$ cat config.mk
export PLATFORM = sky130hd
export DESIGN_NAME = mdio_link_monitor
export DESIGN_NICKNAME = d
export VERILOG_FILES = /design/src/rtl/mdio_link_monitor.sv
export SDC_FILE = /design/constraint.sdc
export NUM_CORES = 1
export LEC_CHECK = 0
export ABC_AREA = 1
export BUFFER_PORTS_ARGS = -buffer_cell sky130_fd_sc_hd__buf_2
export CAP_MARGIN = 30
export CORE_UTILIZATION = 40
export CTS_CLUSTER_SIZE = 24
export DETAILED_ROUTE_END_ITERATION = 7
export PLACE_DENSITY = 0.71
export SYNTH_ARGS = -nofsm -noshare
export SYNTH_HDL_FRONTEND = slang
export SYNTH_SLANG_ARGS = --single-unit
$ cat constraint.sdc
create_clock -name clk -period 1.8 [get_ports clk]
set_input_delay 0.18 -clock clk [delete_from_list [all_inputs] [get_ports clk]]
set_output_delay 0.18 -clock clk [all_outputs]
set_load 0.02 [all_outputs]
$ cat src/rtl/mdio_link_monitor.sv
`default_nettype none
//==============================================================================
// Module   : mdio_link_monitor
// Function : Autonomous clause-22 PHY status poller. Reads BMSR (link) and the
//            PHY-specific status register (speed/duplex) through the MDIO
//            controller's command/response handshake and presents registered
//            link status to the MAC speed-select logic.
// Options  : MDIO_PHY_INIT_EN - issue one BMCR write of INIT_BMCR after reset,
//            before periodic polling begins.
// Revision : 1.0 - initial release
//==============================================================================
module mdio_link_monitor #(
    parameter logic [4:0]  PHY_ADDR      = 5'd1,
    parameter logic [4:0]  PSSR_ADDR     = 5'h11,
    parameter int unsigned POLL_INTERVAL = 1250000,
    parameter int unsigned RSP_TIMEOUT   = 4096,
    parameter logic [15:0] INIT_BMCR     = 16'h9140
) (
    input  logic        clk,
    input  logic        reset,
    input  logic        enable,
    input  logic        poll_now,
    output logic        cmd_valid,
    input  logic        cmd_ready,
    output logic        cmd_write,
    output logic [4:0]  cmd_phyaddr,
    output logic [4:0]  cmd_regaddr,
    output logic [15:0] cmd_wdata,
    input  logic        rsp_valid,
    input  logic [15:0] rsp_rdata,
    output logic        link_up,
    output logic [1:0]  speed,
    output logic        full_duplex,
    output logic        status_valid,
    output logic        link_change,
    output logic        timeout_err,
    output logic        busy
);

    localparam int              c_IW        = (POLL_INTERVAL > 1) ? $clog2(POLL_INTERVAL) : 1;
    localparam int              c_TW        = (RSP_TIMEOUT > 1) ? $clog2(RSP_TIMEOUT) : 1;
    localparam logic [c_IW-1:0] c_RELOAD    = c_IW'(POLL_INTERVAL - 1);
    localparam logic [c_TW-1:0] c_TO_LAST   = c_TW'(RSP_TIMEOUT - 1);
    localparam logic [4:0]      c_BMSR_ADDR = 5'd1;

    typedef enum logic [2:0] {
        S_IDLE      = 3'd0,
`ifdef MDIO_PHY_INIT_EN
        S_INIT_REQ  = 3'd1,
        S_INIT_WAIT = 3'd2,
`endif
        S_BMSR_REQ  = 3'd3,
        S_BMSR_WAIT = 3'd4,
        S_PSSR_REQ  = 3'd5,
        S_PSSR_WAIT = 3'd6,
        S_UPDATE    = 3'd7
    } state_t;

    state_t          r_state;
    logic [c_IW-1:0] r_interval;
    logic [c_TW-1:0] r_wait_cnt;
    logic            r_poll_pending;
    logic            r_cmd_valid;
    logic [4:0]      r_cmd_phyaddr;
    logic [4:0]      r_cmd_regaddr;
    logic            r_bmsr_link;
    logic            r_pssr_usable;
    logic [1:0]      r_pssr_speed;
    logic            r_pssr_duplex;
    logic            r_link_up;
    logic [1:0]      r_speed;
    logic            r_full_duplex;
    logic            r_status_valid;
    logic            r_link_change;
    logic            r_timeout_err;

    logic            w_init_done;
    logic            w_init_end;
    logic            w_poll_start;
    logic            w_wait_expired;
    logic            w_new_link;
    logic [1:0]      w_new_speed;
    logic            w_new_duplex;
    logic            w_status_change;

`ifdef MDIO_PHY_INIT_EN
    logic            r_init_done;
    logic            r_cmd_write;
    logic [15:0]     r_cmd_wdata;
    logic            w_unused;

    assign w_init_done = r_init_done;
    assign w_init_end  = (r_state == S_INIT_WAIT) && (rsp_valid || w_wait_expired);
    assign cmd_write   = r_cmd_write;
    assign cmd_wdata   = r_cmd_wdata;
    assign w_unused    = ^{rsp_rdata[12], rsp_rdata[10:3], rsp_rdata[1:0]};
`else
    logic            w_unused;

    assign w_init_done = 1'b1;
    assign w_init_end  = 1'b0;
    assign cmd_write   = 1'b0;
    assign cmd_wdata   = 16'h0000;
    assign w_unused    = ^{rsp_rdata[12], rsp_rdata[10:3], rsp_rdata[1:0], INIT_BMCR};
`endif

    assign w_wait_expired = (r_wait_cnt == c_TO_LAST);
    assign w_poll_start   = (r_state == S_IDLE) && w_init_done &&
                            (((r_interval == '0) && enable) || r_poll_pending);

    // New status from the captured registers; unresolved or reserved speed keeps the old speed/duplex
    always_comb begin
        w_new_link   = r_bmsr_link;
        w_new_speed  = r_speed;
        w_new_duplex = r_full_duplex;
        if (r_pssr_usable) begin
            w_new_speed  = r_pssr_speed;
            w_new_duplex = r_pssr_duplex;
        end
        w_status_change = (w_new_link != r_link_up) ||
                          (w_new_link && ((w_new_speed != r_speed) || (w_new_duplex != r_full_duplex)));
    end

    // Poll sequencer, interval timer, response timeout and registered status
    always_ff @(posedge clk or posedge reset) begin
        if (reset) begin
            r_state        <= S_IDLE;
            r_interval     <= '0;
            r_wait_cnt     <= '0;
            r_poll_pending <= 1'b0;
            r_cmd_valid    <= 1'b0;
            r_cmd_phyaddr  <= 5'd0;
            r_cmd_regaddr  <= 5'd0;
            r_bmsr_link    <= 1'b0;
            r_pssr_usable  <= 1'b0;
            r_pssr_speed   <= 2'b00;
            r_pssr_duplex  <= 1'b0;
            r_link_up      <= 1'b0;
            r_speed        <= 2'b00;
            r_full_duplex  <= 1'b0;
            r_status_valid <= 1'b0;
            r_link_change  <= 1'b0;
            r_timeout_err  <= 1'b0;
`ifdef MDIO_PHY_INIT_EN
            r_init_done    <= 1'b0;
            r_cmd_write    <= 1'b0;
            r_cmd_wdata    <= 16'h0000;
`endif
        end else begin
            r_link_change  <= 1'b0;
            r_timeout_err  <= 1'b0;
            // A request arriving on the very cycle a poll starts stays pending for another poll
            r_poll_pending <= poll_now | (r_poll_pending & ~w_poll_start);

            // Timer runs through the poll itself so poll starts are POLL_INTERVAL apart
            if (w_poll_start || w_init_end) begin
                r_interval <= c_RELOAD;
            end else if (enable && (r_interval != '0)) begin
                r_interval <= r_interval - c_IW'(1);
            end

            case (r_state)
                S_IDLE: begin
`ifdef MDIO_PHY_INIT_EN
                    if (!r_init_done) begin
                        r_state       <= S_INIT_REQ;
                        r_cmd_valid   <= 1'b1;
                        r_cmd_write   <= 1'b1;
                        r_cmd_phyaddr <= PHY_ADDR;
                        r_cmd_regaddr <= 5'd0;
                        r_cmd_wdata   <= INIT_BMCR;
                    end else
`endif
                    if (w_poll_start) begin
                        r_state       <= S_BMSR_REQ;
                        r_cmd_valid   <= 1'b1;
                        r_cmd_phyaddr <= PHY_ADDR;
                        r_cmd_regaddr <= c_BMSR_ADDR;
`ifdef MDIO_PHY_INIT_EN
                        r_cmd_write   <= 1'b0;
                        r_cmd_wdata   <= 16'h0000;
`endif
                    end
                end
`ifdef MDIO_PHY_INIT_EN
                S_INIT_REQ: begin
                    if (cmd_ready) begin
                        r_state     <= S_INIT_WAIT;
                        r_cmd_valid <= 1'b0;
                        r_wait_cnt  <= '0;
                    end
                end
                S_INIT_WAIT: begin
                    if (rsp_valid || w_wait_expired) begin
                        r_state       <= S_IDLE;
                        r_init_done   <= 1'b1;
                        r_timeout_err <= ~rsp_valid;
                    end else begin
                        r_wait_cnt <= r_wait_cnt + c_TW'(1);
                    end
                end
`endif
                S_BMSR_REQ: begin
                    if (cmd_ready) begin
                        r_state     <= S_BMSR_WAIT;
                        r_cmd_valid <= 1'b0;
                        r_wait_cnt  <= '0;
                    end
                end
                S_BMSR_WAIT: begin
                    if (rsp_valid) begin
                        r_bmsr_link   <= rsp_rdata[2];
                        r_state       <= S_PSSR_REQ;
                        r_cmd_valid   <= 1'b1;
                        r_cmd_regaddr <= PSSR_ADDR;
                    end else if (w_wait_expired) begin
                        r_state       <= S_IDLE;
                        r_timeout_err <= 1'b1;
                    end else begin
                        r_wait_cnt <= r_wait_cnt + c_TW'(1);
                    end
                end
                S_PSSR_REQ: begin
                    if (cmd_ready) begin
                        r_state     <= S_PSSR_WAIT;
                        r_cmd_valid <= 1'b0;
                        r_wait_cnt  <= '0;
                    end
                end
                S_PSSR_WAIT: begin
                    if (rsp_valid) begin
                        r_pssr_usable <= rsp_rdata[11] && (rsp_rdata[15:14] != 2'b11);
                        r_pssr_speed  <= rsp_rdata[15:14];
                        r_pssr_duplex <= rsp_rdata[13];
                        r_state       <= S_UPDATE;
                    end else if (w_wait_expired) begin
                        r_state       <= S_IDLE;
                        r_timeout_err <= 1'b1;
                    end else begin
                        r_wait_cnt <= r_wait_cnt + c_TW'(1);
                    end
                end
                S_UPDATE: begin
                    r_link_up      <= w_new_link;
                    r_speed        <= w_new_speed;
                    r_full_duplex  <= w_new_duplex;
                    r_status_valid <= 1'b1;
                    r_link_change  <= w_status_change;
                    r_state        <= S_IDLE;
                end
                default: begin
                    r_state     <= S_IDLE;
                    r_cmd_valid <= 1'b0;
                end
            endcase
        end
    end

    assign cmd_valid    = r_cmd_valid;
    assign cmd_phyaddr  = r_cmd_phyaddr;
    assign cmd_regaddr  = r_cmd_regaddr;
    assign link_up      = r_link_up;
    assign speed        = r_speed;
    assign full_duplex  = r_full_duplex;
    assign status_valid = r_status_valid;
    assign link_change  = r_link_change;
    assign timeout_err  = r_timeout_err;
    assign busy         = (r_state != S_IDLE);

endmodule
`default_nettype wire
Word level (Yosys, flattened, before mapping)
Index checks and enable logic that the tools add are counted.
Operators by class
  multiplexer cells: 26
  equal/unequal tests: 17
  bitwise gates (word level): 4
  add/sub/neg operators: 2
  reduce and logical (&&, ||, !) cells: 25
Operator list (count)
  $mux 21: 2
  $mux 12: 3
  $pmux 12 s2: 1
  $logic_not 21->1: 1
  $reduce_bool 21->1: 1
  $sub 21x1->21 const B: 1
  $mux 3: 6
  $pmux 3 s5: 1
  $ne 2x2->1 const B: 7
  $add 12x1->12 const B: 1
  $eq 12x12->1 const B: 1
  $eq 3x3->1 const B: 4
  $mux 5: 2
  $pmux 5 s2: 1
  $mux 1: 8
  $reduce_and 4->1: 2
  $reduce_and 2->1: 3
  $reduce_and 3->1: 2
  $reduce_bool 2->1: 3
  $reduce_or 2->1: 3
  $logic_and 1x1->1: 5
  $pmux 1 s4: 1
  $eq 3x2->1 const B: 1
  $logic_not 3->1: 1
  9 further kinds: 13
Word-level totals
  flip-flop bits (word level): 56
  word-level logic and storage cells: 91
  output and inout bits: 36

Longest topological paths before layout
  word-level depth: 7
  gate-level depth with buffers: 10

Least setup slack after synthesis
Ideal clock, no wire load.
  kind: register to register
  start point: register r_interval[0]
  end point: register r_interval[13]
  setup time: 118 ps
  arrival time: 1499 ps
  stages on the path, launching flop included: 11
  data required time: 1682 ps
  slack: 183 ps
  cell sequence: dfrtp_1 -> inv_1 -> ha_1 -> nand2_1 -> nor2_4 -> nand4_1 -> nand2_1 -> nand2_4 -> buf_6 -> nand3_1 -> nand2_1
Between the ends
  word-level cells in the longest chain between the ends: 5
RTL lines
  from (decl): RTL line 60  | logic [c_IW-1:0] r_interval;
  from (signal assigned): RTL line 157  | r_interval <= c_RELOAD;
  from (signal assigned): RTL line 159  | r_interval <= r_interval - c_IW'(1);
  branches (longest 5 deep; another with $sub 21x1->21)
Several ways; the timed one is not identified. The select of a mux whose other input is x is not followed.
A chain may end at the register's enable or synchronous reset.

Worst setup path in the final report
  start point: register r_interval[0]
  end point: register r_interval[4]
Same word-level chain as after synthesis.

==> results by group <==
Synthesis
  • Async S/R FF share, synth: 1.000
  • Part of the Yosys area used for sequential elements: 0.3977
  • YS warnings: 0
  • #FFs+latches synth: 53
  • Synth Instances: 442
  • Avg Cell Area, Syn: 7.544 um2
  • Yosys top cell area share: 0.3977
  • EDFF count, synth: 0
  • Cell Area, Synth: 3334 um2
  • Synth cell types: 37
  • Predominant post-synthesis flop cell: dfrtp_1
  • Area contributors post-synth: dfrtp_1 (40%), nand2_1 (13%), nand3_1 (6.3%)
  • Synth area leader: dfrtp_1

Worst setup path
  • Slack of the worst reg-to-reg path: 0.11 ns
  • Worst Setup Path Type: flop to flop
  • CP max stage cell: dfrtp_1
  • Worst EP arrival: 1.94 ns
  • Crit path launch type: flop
  • CP max FO: 8
  • Crit end category: flop
  • R2r startpoint: r_interval[0]
  • Crit path required time: 2.05 ns
  • Worst r2r path cells: 10
  • Reg2Reg Capture Point: r_interval[4]
  • Max stage delay on crit path: 0.40 ns
  • Cell chain of the critical path: inv_1 > ha_2 > nand2_4 > nor2_4 > buf_4 > nand3_4 > nand2_4 > buf_4 > o21ai_0 > a21boi_1

Clocking
  • Root Buffer: clkbuf_8
  • CTS H-tree depth: 2
  • Clk buf depth: 2
  • Clock sinks: 53
  • Worst-path clk slew: 0.11 ns
  • Worst-Skew Late Latency: 0.32 ns
  • CTS tree: done
  • Num CTS Buffers: 5

Timing
  • Worst Hold Slack: 0.05196 ns
  • Clk_skew: 0.01052 ns
  • Setup violations, final: 0
  • Final hold viol count: 0
  • Min Clock Period, post-route: 1.690 ns
  • Period utilization: 0.9386
  • Fmax: 591.9 MHz
  • TNS Setup: 0 ns
  • Slew Limit Fails: 0

GRT
  • Number of global-route vias before repair: 2479
  • Initial antenna violation count: 0
  • Global-route wire length before repair: 10920 um
  • Total track usage: 0.1544
  • Largest net degree at the start of global routing: 32
  • GRT overflow: 0

Cells and area
  • # diodes: 0
  • Final instance count without filler cells: 581
  • Commonest non-fill, non-tap cells in the layout: nand2_1 (110), nor2_1 (52), dfrtp_1 (52), inv_1 (46), nand3_1 (41)
  • Finished Core Util: 0.4713
  • Area growth, synth to finish: 11.48%
  • Finished Cell Area: 3717 um2
  • Layout cell share with drive strength beyond 1: 0.1921
  • NumNets Final: 502
  • Most common cell after layout, fill and taps aside: nand2_1

Floorplanning
  • Die Wd: 93.30 um
  • Number of I/O pins: 58
  • FP Rows: 32
  • Die area: 8705 um2
  • Chip height: 93.30 um
  • Initial Utilization: 0.4227
  • Core footprint: 7888 um2

Power
  • Leak Pwr: 0.001814 uW
  • Max IR drop VDD: 0.6142 mV
  • Pwr dens: 1159 nW/um2

Outcome
  • Status: finished clean

Drt
  • Via density: 4.855
  • Antenna-violating nets left: 0
  • DR pass1 iterations: 4
  • Number of remaining DRC errors: 0
  • Post-DR wirelength/cell: 11.15 um
  • Vias: 2821
  • WL final: 6480 um
  • Initial DRC count: 166

Hold path
  • Hold Path Sink: r_pssr_duplex
  • WHS Path Cells: 3
  • Hold Crit Start: rsp_rdata[13]
  • Hold Path Class: primary input to flop

Placement
  • Final HPWL DP: 4686 um
  • Placed insts: 567
  • PortBufs: 22
  • Gp weighted congestion: 0.8798
  • Placed cell area: 3481 um2

Run
  • Max Cap Violations: 0
-- cell families after synthesis --
| kind of cell | share of synthesized area |
|---|---|
| compound gates | 0.06304 |
| xor+xnor | 0.02890 |
| fa+ha+maj | 0.007503 |
| buf+inv | 0.1332 |
| flops | 0.3977 |
| mux | 0.006754 |
| other cells | 0.001125 |
| simple gates | 0.3617 |
-- per-stage QoR --
stage	worst slack [ns]	total power (uW)
after floorplan	0.1832	3031
final	0.1104	4307
after detailed placement	0.03456	3278
after global routing	-0.01939	4626
after global placement	0.08361	3238
after CTS	0.01966	4014
-- repair_timing --
| action | 4_1_cts | 5_1_grt |
|---|---|---|
| hold endpoints to repair | 53 | 0 |
| buffers inserted | 0 | 4 |
| resized for setup | 0 | 17 |
| hold buffers | 1 | 0 |
| endpoints found under the setup margin | 0 | 31 |
-- cells in the mapped netlist, types with 2 or more instances --
cell type and n:
nand2_1 112, nor2_1 55, dfrtp_1 53, inv_1 48, nand3_1 42, buf_4 26
o21ai_0 19, nand4_1 10, xor2_1 9, nand2_2 7, nor3_1 6, inv_2 5
o21ai_2 5, nand2_4 4, nand3b_1 4, a21oi_1 3, nand3_2 3, nor2_2 3
nor2_4 3, buf_6 2, clkbuf_1 2, ha_1 2, mux2_2 2, o21ai_1 2
o21bai_1 2, xnor2_1 2
-- worst max-delay path by stage --
stage	from	slack (ns)	endpoint
6_report	r_interval[0]	0.11	r_interval[4]
5_1_grt	r_interval[2]	-0.02	r_interval[13]
3_3_place_gp	r_interval[0]	0.08	r_interval[19]
2_1_floorplan	r_interval[0]	0.18	r_interval[13]
3_5_place_dp	r_interval[0]	0.03	r_interval[18]
4_1_cts	r_interval[0]	0.02	r_interval[18]
-- layout make-up --
class                   count  area, um2
fillers                   762       4170
multi-input cells         329       1719
flip-flops and latches     53       1328
repair buffers             36      242.7
inverters                  53      205.2
well taps                 102      127.6
clock buffers               5      68.82
clock inverters             3      26.28
-- critical path: cells and delay by family, from the launching register on --
kind	cells	cell delay [ns]
buffers and inverters	3	0.37
DFF	1	0.40
AOI/OAI and AO/OA	2	0.20
adders and majority gates	1	0.21
and+or+nand+nor	4	0.45
-- flip-flops by register name, indices dropped and copies added, names as in the netlist --
signal	cells
status_valid	1
timeout_err	1
full_duplex	1
r_state	3
r_wait_cnt	12
cmd_phyaddr	1
cmd_regaddr	2
speed	2
r_poll_pending	1
cmd_valid	1
r_pssr_duplex	1
r_pssr_speed	2
link_change	1
link_up	1
r_interval	21
r_bmsr_link	1
r_pssr_usable	1
-- routing by layer --
metal	global-route usage	share of wire	up-vias	wire, um
li1	-	-	1435	-
met1	0.2049	0.47	1314	3054
met2	0.2604	0.48	66	3096
met3	0.02520	0.039	6	253
met4	0.04231	0.012	0	75
met5	0	0	-	0
-- report_power, final --
part	switching (uW)	internal, uW
combinational	1230	688
sequential	223	1430
clock	439	290
(Power assumes the default switching activity.)
